**src/rtl/spi_pkg.sv**
```systemverilog
// Shared types and limits for the SPI master transmitter.
package spi_pkg;

  // A receiver with a 2-flop SCK synchroniser needs at least this many clocks per SCK half-period.
  localparam int SPI_MIN_HALF_PERIOD = 4;

  typedef enum logic [2:0] {
    IDLE,
    SETUP,
    SCK_HIGH,
    SCK_LOW,
    DONE
  } spi_master_state_t;

endpackage

```
**src/rtl/spi_half_period_timer.sv**
```systemverilog
// Half-period counter for the SPI master: counts 0..HALF_PERIOD-1 and flags the last count.
module spi_half_period_timer
  import spi_pkg::*;
#(
  parameter int HALF_PERIOD = SPI_MIN_HALF_PERIOD
) (
  input  logic clk_i,
  input  logic reset_n_i,
  input  logic clear_i,
  output logic tick_o
);

  localparam int CNT_W = ($clog2(HALF_PERIOD) > 1) ? $clog2(HALF_PERIOD) : 1;
  localparam logic [CNT_W-1:0] LAST_COUNT = CNT_W'(HALF_PERIOD - 1);

  logic [CNT_W-1:0] count_q;

  // Wrapping on the tick keeps the count at zero at the start of every phase.
  always_ff @(posedge clk_i or negedge reset_n_i) begin
    if (!reset_n_i) begin
      count_q <= '0;
    end else if (clear_i || tick_o) begin
      count_q <= '0;
    end else begin
      count_q <= count_q + CNT_W'(1);
    end
  end

  assign tick_o = (count_q == LAST_COUNT);

endmodule

```
**src/rtl/spi_master.sv**
```systemverilog
// SPI mode-0 master transmitter: shifts a parallel word out MSB first with SCK and active-low SS.
module spi_master
  import spi_pkg::*;
#(
  parameter int DATA_WIDTH  = 8,
  parameter int HALF_PERIOD = 4
) (
  input  logic                  clk_i,
  input  logic                  reset_n_i,
  input  logic                  start_i,
  input  logic [DATA_WIDTH-1:0] data_in_i,
  output logic                  busy_o,
  output logic                  done_o,
  output logic                  SCK_o,
  output logic                  MOSI_o,
  output logic                  SS_n_o
);

  localparam int BIT_W = $clog2(DATA_WIDTH);

  if (HALF_PERIOD < SPI_MIN_HALF_PERIOD) begin : g_bad_half_period
    $error("spi_master: HALF_PERIOD must be at least %0d", SPI_MIN_HALF_PERIOD);
  end

  if (DATA_WIDTH < 2) begin : g_bad_data_width
    $error("spi_master: DATA_WIDTH must be at least 2");
  end

  spi_master_state_t     state_q, state_d;
  logic [DATA_WIDTH-1:0] shift_q, shift_d;
  logic [BIT_W-1:0]      bit_cnt_q, bit_cnt_d;
  logic                  sck_q, sck_d;
  logic                  mosi_q, mosi_d;
  logic                  ss_n_q, ss_n_d;
  logic                  busy_q, busy_d;
  logic                  done_q, done_d;
  logic                  phase_end;
  logic                  timer_clear;

  // Only the three timed phases run the counter; every phase ends on its tick, so it restarts per state.
  assign timer_clear = !(state_q inside {SETUP, SCK_HIGH, SCK_LOW});

  spi_half_period_timer #(
    .HALF_PERIOD(HALF_PERIOD)
  ) u_timer (
    .clk_i    (clk_i),
    .reset_n_i(reset_n_i),
    .clear_i  (timer_clear),
    .tick_o   (phase_end)
  );

  always_ff @(posedge clk_i or negedge reset_n_i) begin
    if (!reset_n_i) begin
      state_q   <= IDLE;
      shift_q   <= '0;
      bit_cnt_q <= '0;
      sck_q     <= 1'b0;
      mosi_q    <= 1'b0;
      ss_n_q    <= 1'b1;
      busy_q    <= 1'b0;
      done_q    <= 1'b0;
    end else begin
      state_q   <= state_d;
      shift_q   <= shift_d;
      bit_cnt_q <= bit_cnt_d;
      sck_q     <= sck_d;
      mosi_q    <= mosi_d;
      ss_n_q    <= ss_n_d;
      busy_q    <= busy_d;
      done_q    <= done_d;
    end
  end

  // Next values of the pins are computed here so every port comes straight from a flop.
  always_comb begin
    state_d   = state_q;
    shift_d   = shift_q;
    bit_cnt_d = bit_cnt_q;
    sck_d     = sck_q;
    mosi_d    = mosi_q;
    ss_n_d    = ss_n_q;
    busy_d    = busy_q;
    done_d    = done_q;

    case (state_q)
      IDLE: begin
        sck_d  = 1'b0;
        mosi_d = 1'b0;
        ss_n_d = 1'b1;
        busy_d = 1'b0;
        done_d = 1'b0;
        if (start_i) begin
          state_d   = SETUP;
          shift_d   = data_in_i;
          bit_cnt_d = BIT_W'(DATA_WIDTH - 1);
          ss_n_d    = 1'b0;
          busy_d    = 1'b1;
          mosi_d    = data_in_i[DATA_WIDTH-1];
        end
      end

      SETUP: begin
        if (phase_end) begin
          state_d = SCK_HIGH;
          sck_d   = 1'b1;
        end
      end

      SCK_HIGH: begin
        if (phase_end) begin
          sck_d = 1'b0;
          if (bit_cnt_q == '0) begin
            state_d = DONE;
            done_d  = 1'b1;
            ss_n_d  = 1'b1;
            busy_d  = 1'b0;
            mosi_d  = 1'b0;
          end else begin
            // MOSI moves only on the falling edge, leaving a full half-period either side of each rise.
            state_d   = SCK_LOW;
            shift_d   = shift_q << 1;
            bit_cnt_d = bit_cnt_q - BIT_W'(1);
            mosi_d    = shift_d[DATA_WIDTH-1];
          end
        end
      end

      SCK_LOW: begin
        if (phase_end) begin
          state_d = SCK_HIGH;
          sck_d   = 1'b1;
        end
      end

      DONE: begin
        state_d = IDLE;
        done_d  = 1'b0;
      end

      default: begin
        state_d = IDLE;
        sck_d   = 1'b0;
        mosi_d  = 1'b0;
        ss_n_d  = 1'b1;
        busy_d  = 1'b0;
        done_d  = 1'b0;
      end
    endcase
  end

  assign SCK_o  = sck_q;
  assign MOSI_o = mosi_q;
  assign SS_n_o = ss_n_q;
  assign busy_o = busy_q;
  assign done_o = done_q;

endmodule

```
**config.mk**
```make
export PLATFORM = sky130hd
export DESIGN_NAME = spi_master
export DESIGN_NICKNAME = d
export VERILOG_FILES = /design/src/rtl/spi_pkg.sv /design/src/rtl/spi_half_period_timer.sv /design/src/rtl/spi_master.sv
export SDC_FILE = /design/constraint.sdc
export NUM_CORES = 1
export LEC_CHECK = 0
export BUFFER_PORTS_ARGS = -buffer_cell sky130_fd_sc_hd__buf_2
export CAP_MARGIN = 20
export CORE_AREA = 2 2 51 53
export DETAILED_ROUTE_END_ITERATION = 12
export DIE_AREA = 0 0 53 55
export PLACE_DENSITY = 0.68
export RECOVER_POWER = 50
export SYNTH_ARGS = -nofsm -noshare
export SYNTH_HDL_FRONTEND = slang
export SYNTH_HIERARCHICAL = 1
export SYNTH_SLANG_ARGS = --single-unit
```
**constraint.sdc**
```tcl
create_clock -name clk_i -period 4.4 [get_ports clk_i]
set_input_delay 0.66 -clock clk_i [delete_from_list [all_inputs] [get_ports clk_i]]
set_output_delay 0.66 -clock clk_i [all_outputs]
set_load 0.005 [all_outputs]
```
=== Yosys cells after proc, flatten, opt, wreduce, memory -nomap -nowiden ===
Index checks and enable logic that the tools add are counted.

* Bits in registers: 20
* Output and inout port bits: 5

* $add $sub $neg: 2
* Equality and inequality tests: 10
* Mux-type cells: 30
* Bitwise logic cells: 3
* Reduce and logical (&&, ||, !) cells: 14

{| class="wikitable"
|+ Operators with widths
! operator !! count
|-
| 3-bit 2-to-1 mux || 7
|-
| 7-bit 2-to-1 mux || 3
|-
| 7-bit one-hot mux with 2 select lines || 1
|-
| 1-bit one-hot mux with 3 select lines || 4
|-
| 3-bit AND reduction || 4
|-
| 1-bit 2-to-1 mux || 11
|-
| 3-bit one-hot mux with 3 select lines || 1
|-
| 3-bit by 2-bit == test with 1-bit output, second input constant || 2
|-
| 3-bit zero test || 2
|-
| 2-bit by 1-bit != test with 1-bit output, second input constant || 3
|-
| 3-bit one-hot mux with 2 select lines || 1
|-
| 2-bit != test, second input constant || 2
|-
| 4-bit AND reduction || 1
|-
| 3-bit by 1-bit == test with 1-bit output, second input constant || 1
|-
| 3-bit == test, second input constant || 1
|-
| 1-bit NOT || 3
|-
| 3-bit nonzero test || 1
|-
| 3-bit OR reduction || 1
|-
| 3-bit by 1-bit subtractor with 3-bit output, second input constant || 1
|-
| 2-bit by 1-bit adder with 2-bit output, second input constant || 1
|-
| 2-bit == test, second input constant || 1
|-
| 2-bit 2-to-1 mux || 1
|-
| 1-bit one-hot mux with 2 select lines || 1
|-
| 2-bit AND reduction || 1
|-
| other kinds (4) || 4
|}

=== Depth between registers and ports, before layout ===
* Depth after elaboration: 5
* Gate-level depth with buffers: 6
* Mapped depth without buffers: 6

=== Modules after synthesis ===
Netlist, hierarchy kept.

{| class="wikitable"
|+ Modules (own cells, without submodules)
! module !! times used !! cells an instance !! area each (µm²)
|-
| spi_master || 1 || 84 || 1,023.5
|-
| spi_half_period_timer || 1 || 5 || 85.1
|}

=== Worst setup path before layout ===
OpenSTA, ideal clock, no wires.

* Path kind: register to register
* Start: register bit_cnt_q[0]
* End: register bit_cnt_q[0]
* Library setup time: 0.125 ns
* Arrival time: 1.704 ns
* Data required time: 4.275 ns
* Setup slack: 2.571 ns
* Cell stages (with the launch flop): 7
* Cells stage by stage: dfrtp_1 inv_1 ha_1 ha_1 nand3b_2 a21boi_4 mux2_4

* Word-level cells in the longest chain between the ends: 4
* Elaborated cells on any way between the ends: 7

{| class="wikitable"
|+ Ends and longest elaborated chain
! what !! RTL line !! text
|-
| from (decl) || spi_master.sv:31 || <nowiki>logic [BIT_W-1:0] bit_cnt_q, bit_cnt_d;</nowiki>
|-
| from (signal assigned) || spi_master.sv:65 || <nowiki>bit_cnt_q <= bit_cnt_d;</nowiki>
|-
| 3-bit by 1-bit subtractor with 3-bit output || spi_master.sv:122 || <nowiki>bit_cnt_d = bit_cnt_q - BIT_W'(1);</nowiki>
|-
| 3-bit 2-to-1 mux || spi_master.sv:112 || <nowiki>if (bit_cnt_q == '0) begin</nowiki>
|-
| 3-bit 2-to-1 mux || spi_master.sv:110 || <nowiki>if (phase_end) begin</nowiki>
|-
| 3-bit one-hot mux with 2 select lines || spi_master.sv:85 || <nowiki>case (state_q)</nowiki>
|}

Parallel ways exist; a longest one is shown, timed or not. The select of a mux whose other input is x is not followed.
A chain may end at the register's enable or synchronous reset.

=== Worst setup path in the final report ===
* Start: register state_q[2]
* End: register shift_q[1]

* Word-level cells in the longest chain between the ends: 3
* Elaborated cells on any way between the ends: 8

{| class="wikitable"
|+ Ends and longest elaborated chain
! what !! RTL line !! text
|-
| from (decl) || spi_master.sv:29 || <nowiki>spi_master_state_t state_q, state_d;</nowiki>
|-
| from (signal assigned) || spi_master.sv:63 || <nowiki>state_q <= state_d;</nowiki>
|-
| 3-bit by 2-bit == test with 1-bit output / 3-bit zero test (equally long branches) || spi_master.sv:85 ||
|-
| 2-bit != test (no line) (tied with other cells) || n/a ||
|-
| 4-bit AND reduction (no line) || n/a ||
|-
| to (signal assigned) || spi_master.sv:64 || <nowiki>shift_q <= shift_d;</nowiki>
|-
| to (decl) || spi_master.sv:30 || <nowiki>logic [DATA_WIDTH-1:0] shift_q, shift_d;</nowiki>
|}

Parallel ways exist; a longest one is shown, timed or not.

==> reports/qor.txt <==
Hold slack final -> 450 ps
Adder and majority gate portion of the synthesized area -> 0.0339
Startpoint class of the critical path -> flop
CP Cell Sequence -> nor3b_2 -> mux2_2 -> mux2_4
Post CTS Setup Buffer Count -> 0
Die height -> 55 um
Vias -> 680
Routed wire per std cell -> 13.6 um
Biggest area consumer among synthesized cells -> dfrtp_1
Top FF cell, synth -> dfrtp_1
Min-Delay Path Class -> reg -> reg
Fmax -> 489 MHz
Fin. max-slew vios -> 0
Synth Area in Simple Gates -> 0.143
Hold depth -> 1
Mapped Area -> 0.00111 mm^2
Worst r2r path cells -> 3
Top cells by area, synth -> dfrtp_1, mux2_4, ha_1
Post-Synth XOR/XNOR Area -> 0
Nets -> 118
P&R area growth vs syn -> 7.79%
Internal power -> 487 uW
Worst-margin pin slew -> 1060 ps
Ys Warns -> 6
Initial DRC Count -> 6
Psw -> 234 uW
CTS tree -> done
PwrDens -> 603 mW/mm^2
Clock Power Share -> 0.122
Slew headroom -> 0.294
Crit path max-delay family -> simple AND/OR/NAND/NOR gates
Worst setup path category -> reg -> reg
Post-CTS sizing -> 0
Final Hold Fails -> 0
Routability Congestion -> 0.770
Setup_tns -> 0 ps
Worst EP required -> 4590 ps
Area taken by multi-input logic gates -> 529 um^2
Syn nets -> 103
Clk_skew -> 3.58 ps
Endpoints failing setup -> 0
Count of flip-flops with a built-in enable after synthesis -> 0
CP Max Fanout -> 13
Clock buffer depth -> 2
Final Power -> 721 uW
Asr flop ratio synth -> 1.00
Detailed Route WL -> 1810 um
Die X -> 53 um
Residual DRC -> 0
Initial antenna violation count -> 0
Vias in the first global route -> 691
Largest net degree at the start of global routing -> 21
Crit path time final -> 2050 ps
Outcome -> finished clean
Number of fill cells in the layout -> 230
GR Util All Layers -> 0.148
Site Rows -> 18
PortBufs -> 15
Die area -> 0.00292 mm^2
Num ports -> 16
First-pass GRT wire length -> 3080 um
Via-per-instance ratio -> 5.11
Yosys reg bits -> 20
CTS sink cnt -> 20
RSZ-0062 raised after global routing -> false
Syn_area_per_cell -> 12.5 um^2
CTS H-tree lvls -> 1
Slowest stage cell, crit path -> nor3b_2
Post-DRT Antenna Nets -> 0
Max incr delay on CP -> 740 ps
Initial core utilization -> 0.469
Synth Area in Compound Gates -> 0.113
Hold buffer count at CTS -> 0
DP Area -> 0.00118 mm^2
Nature of the critical path endpoint -> flop
Reg clk slew, reported paths -> 110 ps
Root buf cell -> clkbuf_4
Gate Count Post-Synth -> 89
Reg area -> 502 um^2
Sequential area share after synthesis -> 0.453
First drt pass iteration count -> 4
Congestion Overflow GR -> 0
Peak supply drop -> 304 uV
Synth unique cells -> 35
Final Cell Area -> 0.00119 mm^2
Comb pwr share -> 0.433
Clock Latency Late Sink -> 290 ps
Largest family of logic cells by synthesized area -> multiplexers
Flop pwr share -> 0.444
# diodes -> 0
CP Depth -> 3
Hpwl dp -> 1280 um
Total CTS buffers -> 3
Placeable Area -> 0.00236 mm^2
Critical Path AT -> 2240 ps
Yosys top cell area share -> 0.429
Tcrit/Tclk final -> 0.465
Switching part of the total -> 0.324
Cell leakage power -> 0.000588 uW
Share of layout cells above drive strength 1 -> 0.379
Number of buffers and inverters on the critical path -> 0
Final Util -> 0.505
Max cap viols -> 0
Mux cell area share after synthesis -> 0.196
==> worst register-to-register path, delay by kind of cell, from the launching register on <==
family           cells  cell delay (ps)
AND/OR/NAND/NOR      1              740
multiplexers         2              660
flip-flops           1              550
==> cells in the mapped netlist, types with 2 or more instances <==
cell type  number
dfrtp_1        19
mux2_4         13
inv_1           7
a21oi_1         4
nand2_1         4
ha_1            3
nor2_1          3
o21ai_0         3
a22oi_1         2
a31oi_1         2
buf_4           2
buf_6           2
nand3b_1        2
nor3b_2         2
==> path summary, 6_finish.rpt <==
path                       slack (ps)            endpoint               start
hold / removal                    450  u_timer/count_q[0]  u_timer/count_q[0]
setup reg to reg                 2350          shift_q[1]          state_q[2]
min in group asynchronous         520          shift_q[0]           reset_n_i
setup / recovery                 2350          shift_q[1]          state_q[2]
max in group asynchronous        3240              busy_o           reset_n_i
hold reg to reg                   450  u_timer/count_q[0]  u_timer/count_q[0]
==> cells by family after synthesis <==
logic type	Yosys count
adders and majority gates	3
AOI/OAI and AO/OA	17
muxes	15
buffers and inverters	12
DFF	20
and+or+nand+nor	22
==> sequential cells by signal (all words and copies together) (netlist names) <==
name,flops
shift_q,7
busy_o,1
state_q,3
u_timer/count_q,2
done_o,1
bit_cnt_q,3
SS_n_o,1
SCK_o,1
MOSI_o,1
==> cell type report <==
cell class                      count  share of cell area
Multi-Input combinational cell     57               0.443
Timing Repair Buffer               15              0.0618
Tap cell                           30              0.0314
Inverter                            7              0.0220
Clock buffer                        4              0.0220
Sequential cell                    20               0.420
==> power by group through the flow <==
stage,Clock [uW],Sequential [uW],Combinational (uW)
5_1_grt,102,330,353
4_1_cts,94.4,322,323
6_report,88.1,320,312
3_5_place_dp,0,325,321
3_3_place_gp,0,320,313
2_1_floorplan,0,301,300
==> stage by stage <==
step / cells / setup WS [ps]
2_1_floorplan: 89 / 2570
3_3_place_gp: 129 / 2400
3_5_place_dp: 129 / 2350
4_1_cts: 133 / 2340
5_1_grt: 133 / 2200
6_report: 133 / 2350
==> placed cells by master (no fill, tap or decap), types with 2 or more instances in the layout <==
master	instances
mux2_4	13
dfrtp_1	19
ha_1	3
o21ai_0	3
clkbuf_4	3
a31oi_1	2
a22oi_1	2
nand2_1	4
clkbuf_1	2
nor2_1	3
inv_1	7
a21oi_1	4
buf_2	14
nand3b_1	2
==> per-layer routing <==
layer | up-vias | global-route usage | share of wire
li1 | 344 | - | -
met1 | 327 | 0.198 | 0.50
met2 | 7 | 0.231 | 0.46
met3 | 2 | 0.0349 | 0.030
met4 | 0 | 0.0641 | 0.0083
met5 | - | 0 | 0
(Power assumes the default switching activity.)
